File: src/rtl/fp_divider_seq.sv
// fp_divider_seq: multi-cycle IEEE-754 divider (restoring radix-2), optional RNE via FP_DIV_RNE_EN
module fp_divider_seq #(
  parameter int EXP_W = 8,
  parameter int MAN_W = 23,
  parameter int BIAS = 2**(EXP_W-1)-1,
  localparam int W = 1+EXP_W+MAN_W
) (
  input  logic         CLK,
  input  logic         RESET,
  input  logic         in_valid,
  output logic         in_ready,
  input  logic [W-1:0] a_operand,
  input  logic [W-1:0] b_operand,
  output logic         out_valid,
  input  logic         out_ready,
  output logic [W-1:0] result,
  output logic [4:0]   exc_flags,
  output logic         busy
);
  localparam int CW = $clog2(MAN_W+3);
  localparam logic [EXP_W-1:0] E_ONES = '1;
  localparam logic signed [EXP_W+1:0] E_MAX = (EXP_W+2)'(2**EXP_W-1);
  localparam logic [W-1:0] QNAN = {1'b0, E_ONES, 1'b1, {(MAN_W-1){1'b0}}};
  typedef enum logic [2:0] {IDLE, CLASSIFY, DIVIDE, ROUND, DONE} state_t;
  state_t state, state_n;
  logic [EXP_W-1:0] ea, eb;
  logic [MAN_W-1:0] fa, fb;
  logic s_in, a_zero, b_zero, a_inf, b_inf, a_nan, b_nan, sp;
  logic [W-1:0] sp_res, sp_res_q;
  logic [4:0] sp_flags, sp_flags_q;
  logic sign_q;
  logic signed [EXP_W+1:0] e_q, e1, e2;
  logic [MAN_W:0] mb_q, diff, man;
  logic [MAN_W+1:0] rem_q, sum;
  logic [MAN_W+2:0] q_q, nq;
  logic [CW-1:0] cnt_q;
  logic ge, top, guard, st, inc, carry, ovf, unf;
  logic [MAN_W-1:0] frac;
  logic [W-1:0] ovf_res, rnd_res;
  assign {ea, fa} = a_operand[W-2:0];
  assign {eb, fb} = b_operand[W-2:0];
  assign s_in = a_operand[W-1] ^ b_operand[W-1];
  assign a_zero = ea == '0;
  assign b_zero = eb == '0;
  assign a_inf = ea == E_ONES && fa == '0;
  assign b_inf = eb == E_ONES && fb == '0;
  assign a_nan = ea == E_ONES && fa != '0;
  assign b_nan = eb == E_ONES && fb != '0;
  assign in_ready = state == IDLE;
  assign busy = state != IDLE;
  // special-operand result, decided from the raw operands at accept
  always_comb begin
    sp = 1'b1;
    sp_res = '0;
    sp_flags = '0;
    if (a_nan || b_nan || (a_zero && b_zero) || (a_inf && b_inf)) begin
      sp_res = QNAN;
      sp_flags = 5'b10000;
    end else if (a_inf) sp_res = {s_in, E_ONES, {MAN_W{1'b0}}};
    else if (b_zero) begin
      sp_res = {s_in, E_ONES, {MAN_W{1'b0}}};
      sp_flags = 5'b01000;
    end else if (b_inf || a_zero) sp_res = {s_in, {(W-1){1'b0}}};
    else sp = 1'b0;
  end
  assign ge = rem_q >= {1'b0, mb_q};
  assign diff = rem_q[MAN_W:0] - (ge ? mb_q : '0);
  assign top = q_q[MAN_W+2];
  assign nq = top ? q_q : q_q << 1;
  assign e1 = top ? e_q : e_q - (EXP_W+2)'(1);
  assign man = nq[MAN_W+2:2];
  assign guard = nq[1];
  assign st = (rem_q != '0) | nq[0];
`ifdef FP_DIV_RNE_EN
  assign inc = guard & (st | man[0]);
  assign ovf_res = {sign_q, E_ONES, {MAN_W{1'b0}}};
`else
  assign inc = 1'b0;
  assign ovf_res = {sign_q, E_ONES - 1'b1, {MAN_W{1'b1}}};
`endif
  assign sum = {1'b0, man} + (MAN_W+2)'(inc);
  assign carry = sum[MAN_W+1];
  assign frac = carry ? sum[MAN_W:1] : sum[MAN_W-1:0];
  assign e2 = e1 + (EXP_W+2)'(carry);
  assign ovf = !e2[EXP_W+1] && e2 >= E_MAX;
  assign unf = e2[EXP_W+1] || e2 == '0;
  assign rnd_res = ovf ? ovf_res : unf ? {sign_q, {(W-1){1'b0}}} : {sign_q, e2[EXP_W-1:0], frac};
  // state register
  always_ff @(posedge CLK) state <= RESET ? IDLE : state_n;
  // next-state logic
  always_comb begin
    state_n = state;
    unique case (state)
      IDLE: if (in_valid) state_n = sp ? CLASSIFY : DIVIDE;
      CLASSIFY: state_n = DONE;
      DIVIDE: if (cnt_q == '0) state_n = ROUND;
      ROUND: state_n = DONE;
      DONE: if (out_valid && out_ready) state_n = IDLE;
      default: state_n = IDLE;
    endcase
  end
  // operand capture, quotient iteration and result/flag registers
  always_ff @(posedge CLK) begin
    if (RESET) begin
      out_valid <= 1'b0;
      result <= '0;
      exc_flags <= '0;
    end else begin
      if (state == IDLE && in_valid) begin
        sp_res_q <= sp_res;
        sp_flags_q <= sp_flags;
        sign_q <= s_in;
        e_q <= (EXP_W+2)'(ea) - (EXP_W+2)'(eb) + (EXP_W+2)'(BIAS);
        rem_q <= {2'b01, fa};
        mb_q <= {1'b1, fb};
        q_q <= '0;
        cnt_q <= CW'(MAN_W+2);
      end
      if (state == DIVIDE) begin
        q_q <= {q_q[MAN_W+1:0], ge};
        rem_q <= {diff, 1'b0};
        cnt_q <= cnt_q - 1'b1;
      end
      if (state == CLASSIFY) begin
        result <= sp_res_q;
        exc_flags <= sp_flags_q;
      end
      if (state == ROUND) begin
        result <= rnd_res;
        exc_flags <= {2'b00, ovf, unf, guard | st | ovf | unf};
      end
      out_valid <= state == DONE && !(out_valid && out_ready);
    end
  end
endmodule

File: config.mk
export PLATFORM = sky130hd
export DESIGN_NAME = fp_divider_seq
export DESIGN_NICKNAME = d
export VERILOG_FILES = /design/src/rtl/fp_divider_seq.sv
export SDC_FILE = /design/constraint.sdc
export NUM_CORES = 1
export LEC_CHECK = 0
export ABC_CLOCK_PERIOD_IN_PS = 11400
export CAP_MARGIN = 20
export CORE_MARGIN = 1
export CORE_UTILIZATION = 65
export DETAILED_ROUTE_END_ITERATION = 10
export DONT_BUFFER_PORTS = 1
export GPL_ROUTABILITY_DRIVEN = 1
export GPL_TIMING_DRIVEN = 0
export PLACE_DENSITY_LB_ADDON = 0.15
export SETUP_SLACK_MARGIN = 0.02
export SLEW_MARGIN = 5
export SYNTH_ARGS = -nofsm -noshare
export SYNTH_HDL_FRONTEND = slang
export SYNTH_SLANG_ARGS = --single-unit
File: constraint.sdc
create_clock -name CLK -period 11.4 [get_ports CLK]
set_input_delay 2.28 -clock CLK [delete_from_list [all_inputs] [get_ports CLK]]
set_output_delay 2.28 -clock CLK [all_outputs]
set_load 0.005 [all_outputs]
==> qor.json <==
{
  "logic_synthesis": {
    "syn_nets": 970,
    "ys.flop_type": "edfxtp_1",
    "synth_enable_flop_cells": 94,
    "post_synthesis_mean_instance_area_sq_um": 9.791,
    "yosys_warnings": 0,
    "yosys.area_share.simple_pct": 18.93,
    "synth_compound_gate_area_share_pct": 16.23,
    "synth-seq-area-share_pct": 44.14,
    "synthesis.instances": 843,
    "synth_xor_area_share_pct": 3.502,
    "share_of_synthesized_cell_area_in_full_adder_half_adder_and_majority_cells_pct": 9.125,
    "cell_area_synth_sq_um": 8254,
    "synth_mux_area_share_pct": 3.865,
    "ys_async_sr_fraction_pct": 0,
    "synth_seq_cells": 135,
    "yosys.cell_types.count": 66,
    "synth_top_family_by_area": "simple AND/OR/NAND/NOR gates"
  },
  "global_routing": {
    "grt_start_max_net_pins": 40,
    "gr-usage-all-layers_pct": 33.14,
    "antenna_found_initial": 0,
    "wire_length_of_the_first_global_routing_pass_um": 32890,
    "via_count_of_the_first_global_routing_pass": 6523,
    "globalRouteOverflowTotal": 0
  },
  "place": {
    "post_dp_cell_area_sq_um": 8487,
    "dp_hpwl_um": 15590,
    "gp_congestion": 0.9498,
    "numPortBuffers": 0
  },
  "drt": {
    "postRouteWirelength_um": 20870,
    "drt-vias-per-instance": 6.560,
    "drcViolationCount": 0,
    "dr.first_iter.drc_count": 635,
    "routedWlPerCell_um": 19.99,
    "first_pass_iters": 5,
    "ant_nets": 0,
    "vias": 6849
  },
  "setup_path": {
    "criticalPathCategory": "reg2reg",
    "path_common_cell": "or3_1",
    "worst-endpoint-arrival_ns": 5.52,
    "timing.critical_path.from_type": "flip-flop",
    "critPathMaxFanout": 10,
    "rr_endpoint": "rem_q[17]$_DFFE_PP_",
    "worst-endpoint-required_ns": 11.59,
    "end_kind": "flip-flop",
    "critPathMaxStageDelay_ns": 0.56,
    "r2r_setup_slack_ns": 6.07,
    "rr_worst_depth": 15,
    "worstReg2RegStart": "rem_q[20]$_DFFE_PP_",
    "worstPathCellList": "ha_1 -> nand4_1 -> nor4_1 -> o211ai_1 -> o2111a_1 -> nand3_1 -> clkbuf_1 -> nand2_1 -> fa_1 -> a211oi_1 -> or3_1 -> a211o_1 -> a21oi_1 -> or3_1 -> a31o_2",
    "cp_slowest_cell": "nor4_1"
  },
  "finish": {
    "area_growth_syn_to_layout_pct": 9.641,
    "final_layout_size_suffix_gt1_share_pct": 8.562,
    "final_stage_net_count": 990,
    "stdcell_area_sq_um": 9050,
    "antennaDiodeCount": 0
  },
  "die": {
    "fp-row-count": 40,
    "die-area_sq_um": 13150,
    "initial_core_util_pct": 67.59,
    "coreArea_sq_um": 12210,
    "dieWidth_um": 114.7,
    "ioPinCount": 108,
    "die_y_um": 114.7
  },
  "sta": {
    "fin_crit_sh_pct": 46.72,
    "fin_setup_tns_ns": 0,
    "timing_max_transition_violations_final": 0,
    "finalHoldViolCount": 0,
    "fmaxAchievable_ghz": 0.1878,
    "finClkSkew_ns": 0.009178,
    "period_minus_slack_ns": 5.326,
    "rsz0062_at_grt": "false",
    "timing_worst_slew_pin_value_ns": 0.9508,
    "setup_viol": 0,
    "worst_slew_margin_rel_pct": 36.13
  },
  "cts": {
    "cts_sinks": 135,
    "cts_tree": "built",
    "cts_max_path_buffers": 2,
    "clock_edge_transition_at_the_registers_on_the_reported_setup_and_hold_paths_ns": 0.06,
    "cts_inserted_buffers": 17,
    "post_cts.resized_instances": 0,
    "cts-hold-fix-buffers": 0,
    "h-tree-depth": 4,
    "clk_latency_ns": 0.43,
    "clk_root_buffer_cell": "clkbuf_16",
    "cts.repair_timing.setup_buffer_count": 0
  },
  "min_path": {
    "timing.hold.worst_path_depth": 2,
    "worst_hold_path_type": "reg2reg",
    "whs_endpoint": "exc_flags[2]$_SDFFE_PP0P_",
    "hold_path_startpoint": "exc_flags[2]$_SDFFE_PP0P_"
  },
  "pwr": {
    "ir_drop_uv": 113.7,
    "power.density_nw_per_um2": 154.6,
    "cellLeakagePower_uw": 0.003531
  },
  "run_status": {
    "run_status": "finished clean"
  },
  "job": {
    "max-cap-violations": 0
  }
}
==> cells in the mapped netlist (23+ instances only) <==
cell type / number / area share, %
edfxtp_1: 94 / 34
nand2_1: 91 / 4.1
ha_1: 57 / 8.6
a21oi_1: 55 / 3.3
inv_1: 53 / 2.4
nor2_1: 43 / 2.0
dfxtp_1: 41 / 9.9
o21ai_0: 40 / 2.4
and3_1: 31 / 2.3
nor4_1: 28 / 2.1
nor3_1: 25 / 1.5
xnor2_1: 25 / 2.7
a221o_1: 23 / 2.8
mux2_2: 23 / 3.1
==> worst max path at each step <==
stage                                    from                     end  slack, ns  cells past startpoint
after detailed placement  rem_q[20]$_DFFE_PP_     rem_q[17]$_DFFE_PP_       6.25                     15
final                     rem_q[20]$_DFFE_PP_     rem_q[17]$_DFFE_PP_       6.07                     15
after floorplan                         RESET  cnt_q[0]$_SDFFCE_PN1P_       6.13                      4
after CTS                 rem_q[20]$_DFFE_PP_     rem_q[17]$_DFFE_PP_       6.18                     15
after global placement                  RESET     rem_q[17]$_DFFE_PP_       5.13                      4
after global routing      rem_q[20]$_DFFE_PP_     rem_q[17]$_DFFE_PP_       5.87                     15
==> placed cells by master, fill, tap and decap left out, drive strengths merged, types with 25 or more instances in the layout <==
master,synthesis,layout
a21oi,55,55
and3,31,31
clkbuf,22,45
dfxtp,41,41
edfxtp,94,94
ha,57,57
inv,53,58
nand2,91,91
nor2,43,43
nor3,26,26
nor4,29,29
o21ai,43,43
xnor2,25,25
==> kinds of logic after synthesis <==
logic type                 count (synthesis)
and+or+nand+nor                          303
AOI/OAI and AO/OA                        198
DFF                                      135
buffers and inverters                     86
adders and majority gates                 59
xor gates and xnor gates                  33
muxes                                     29
==> per-stage QoR <==
step                std cells  setup slack [ns]  total power (uW)  utilization (%)  hold slack (ns)
CTS                      1044             6.179              1392            74.11           0.4836
floorplan                 843             6.135             802.6                -           0.4483
finish                   1044             6.074              1399            74.11           0.4781
global placement         1011             5.128             859.7            69.31           0.4701
detailed placement       1012             6.250             870.2            69.50           0.4737
global route             1044             5.870              1452            74.11           0.5109
==> worst max-delay path, delay by kind of cell, from the launching register on <==
kind,cells,cell delay [ns]
buffers and inverters,1,0.45
AND/OR/NAND/NOR,6,1.70
flip-flops,1,0.49
AO/OA/AOI/OAI,6,1.57
adder cells (fa/ha/maj),2,0.85
==> routing by layer <==
metal | global-route usage (%) | up-vias | part of all wire (%) | wire length [um]
li1 | - | 3220 | - | -
met2 | 54.02 | 303 | 48 | 9916
met3 | 8.258 | 46 | 8.2 | 1713
met4 | 11.69 | 0 | 2.1 | 440
met1 | 43.02 | 3280 | 42 | 8802
met5 | 0 | - | 0 | 0
==> state kept, by name, indices dropped and copies added (netlist names) <==
signal      cells
mb_q           23
q_q            26
sign_q          1
e_q            10
rem_q          25
cnt_q           5
result         32
sp_flags_q      1
out_valid       1
state           3
exc_flags       5
sp_res_q        3
==> area by class of cell <==
type,instances,area [sq um]
plain buffers,32,143.9
clock buffers,23,499.2
clock inverters,9,63.81
fillers,902,3162
inverters,54,202.7
multi-input cells,622,4267
flip-flops and latches,135,3643
well taps,168,210.2
repair buffers,1,20.02
==> report_power, final <==
part	internal, uW	total [uW]	switching (uW)
Clock	310	528	218
Combinational	113	287	174
Sequential	560	584	23.3
No activity file was read; power rests on OpenSTA's default activity.
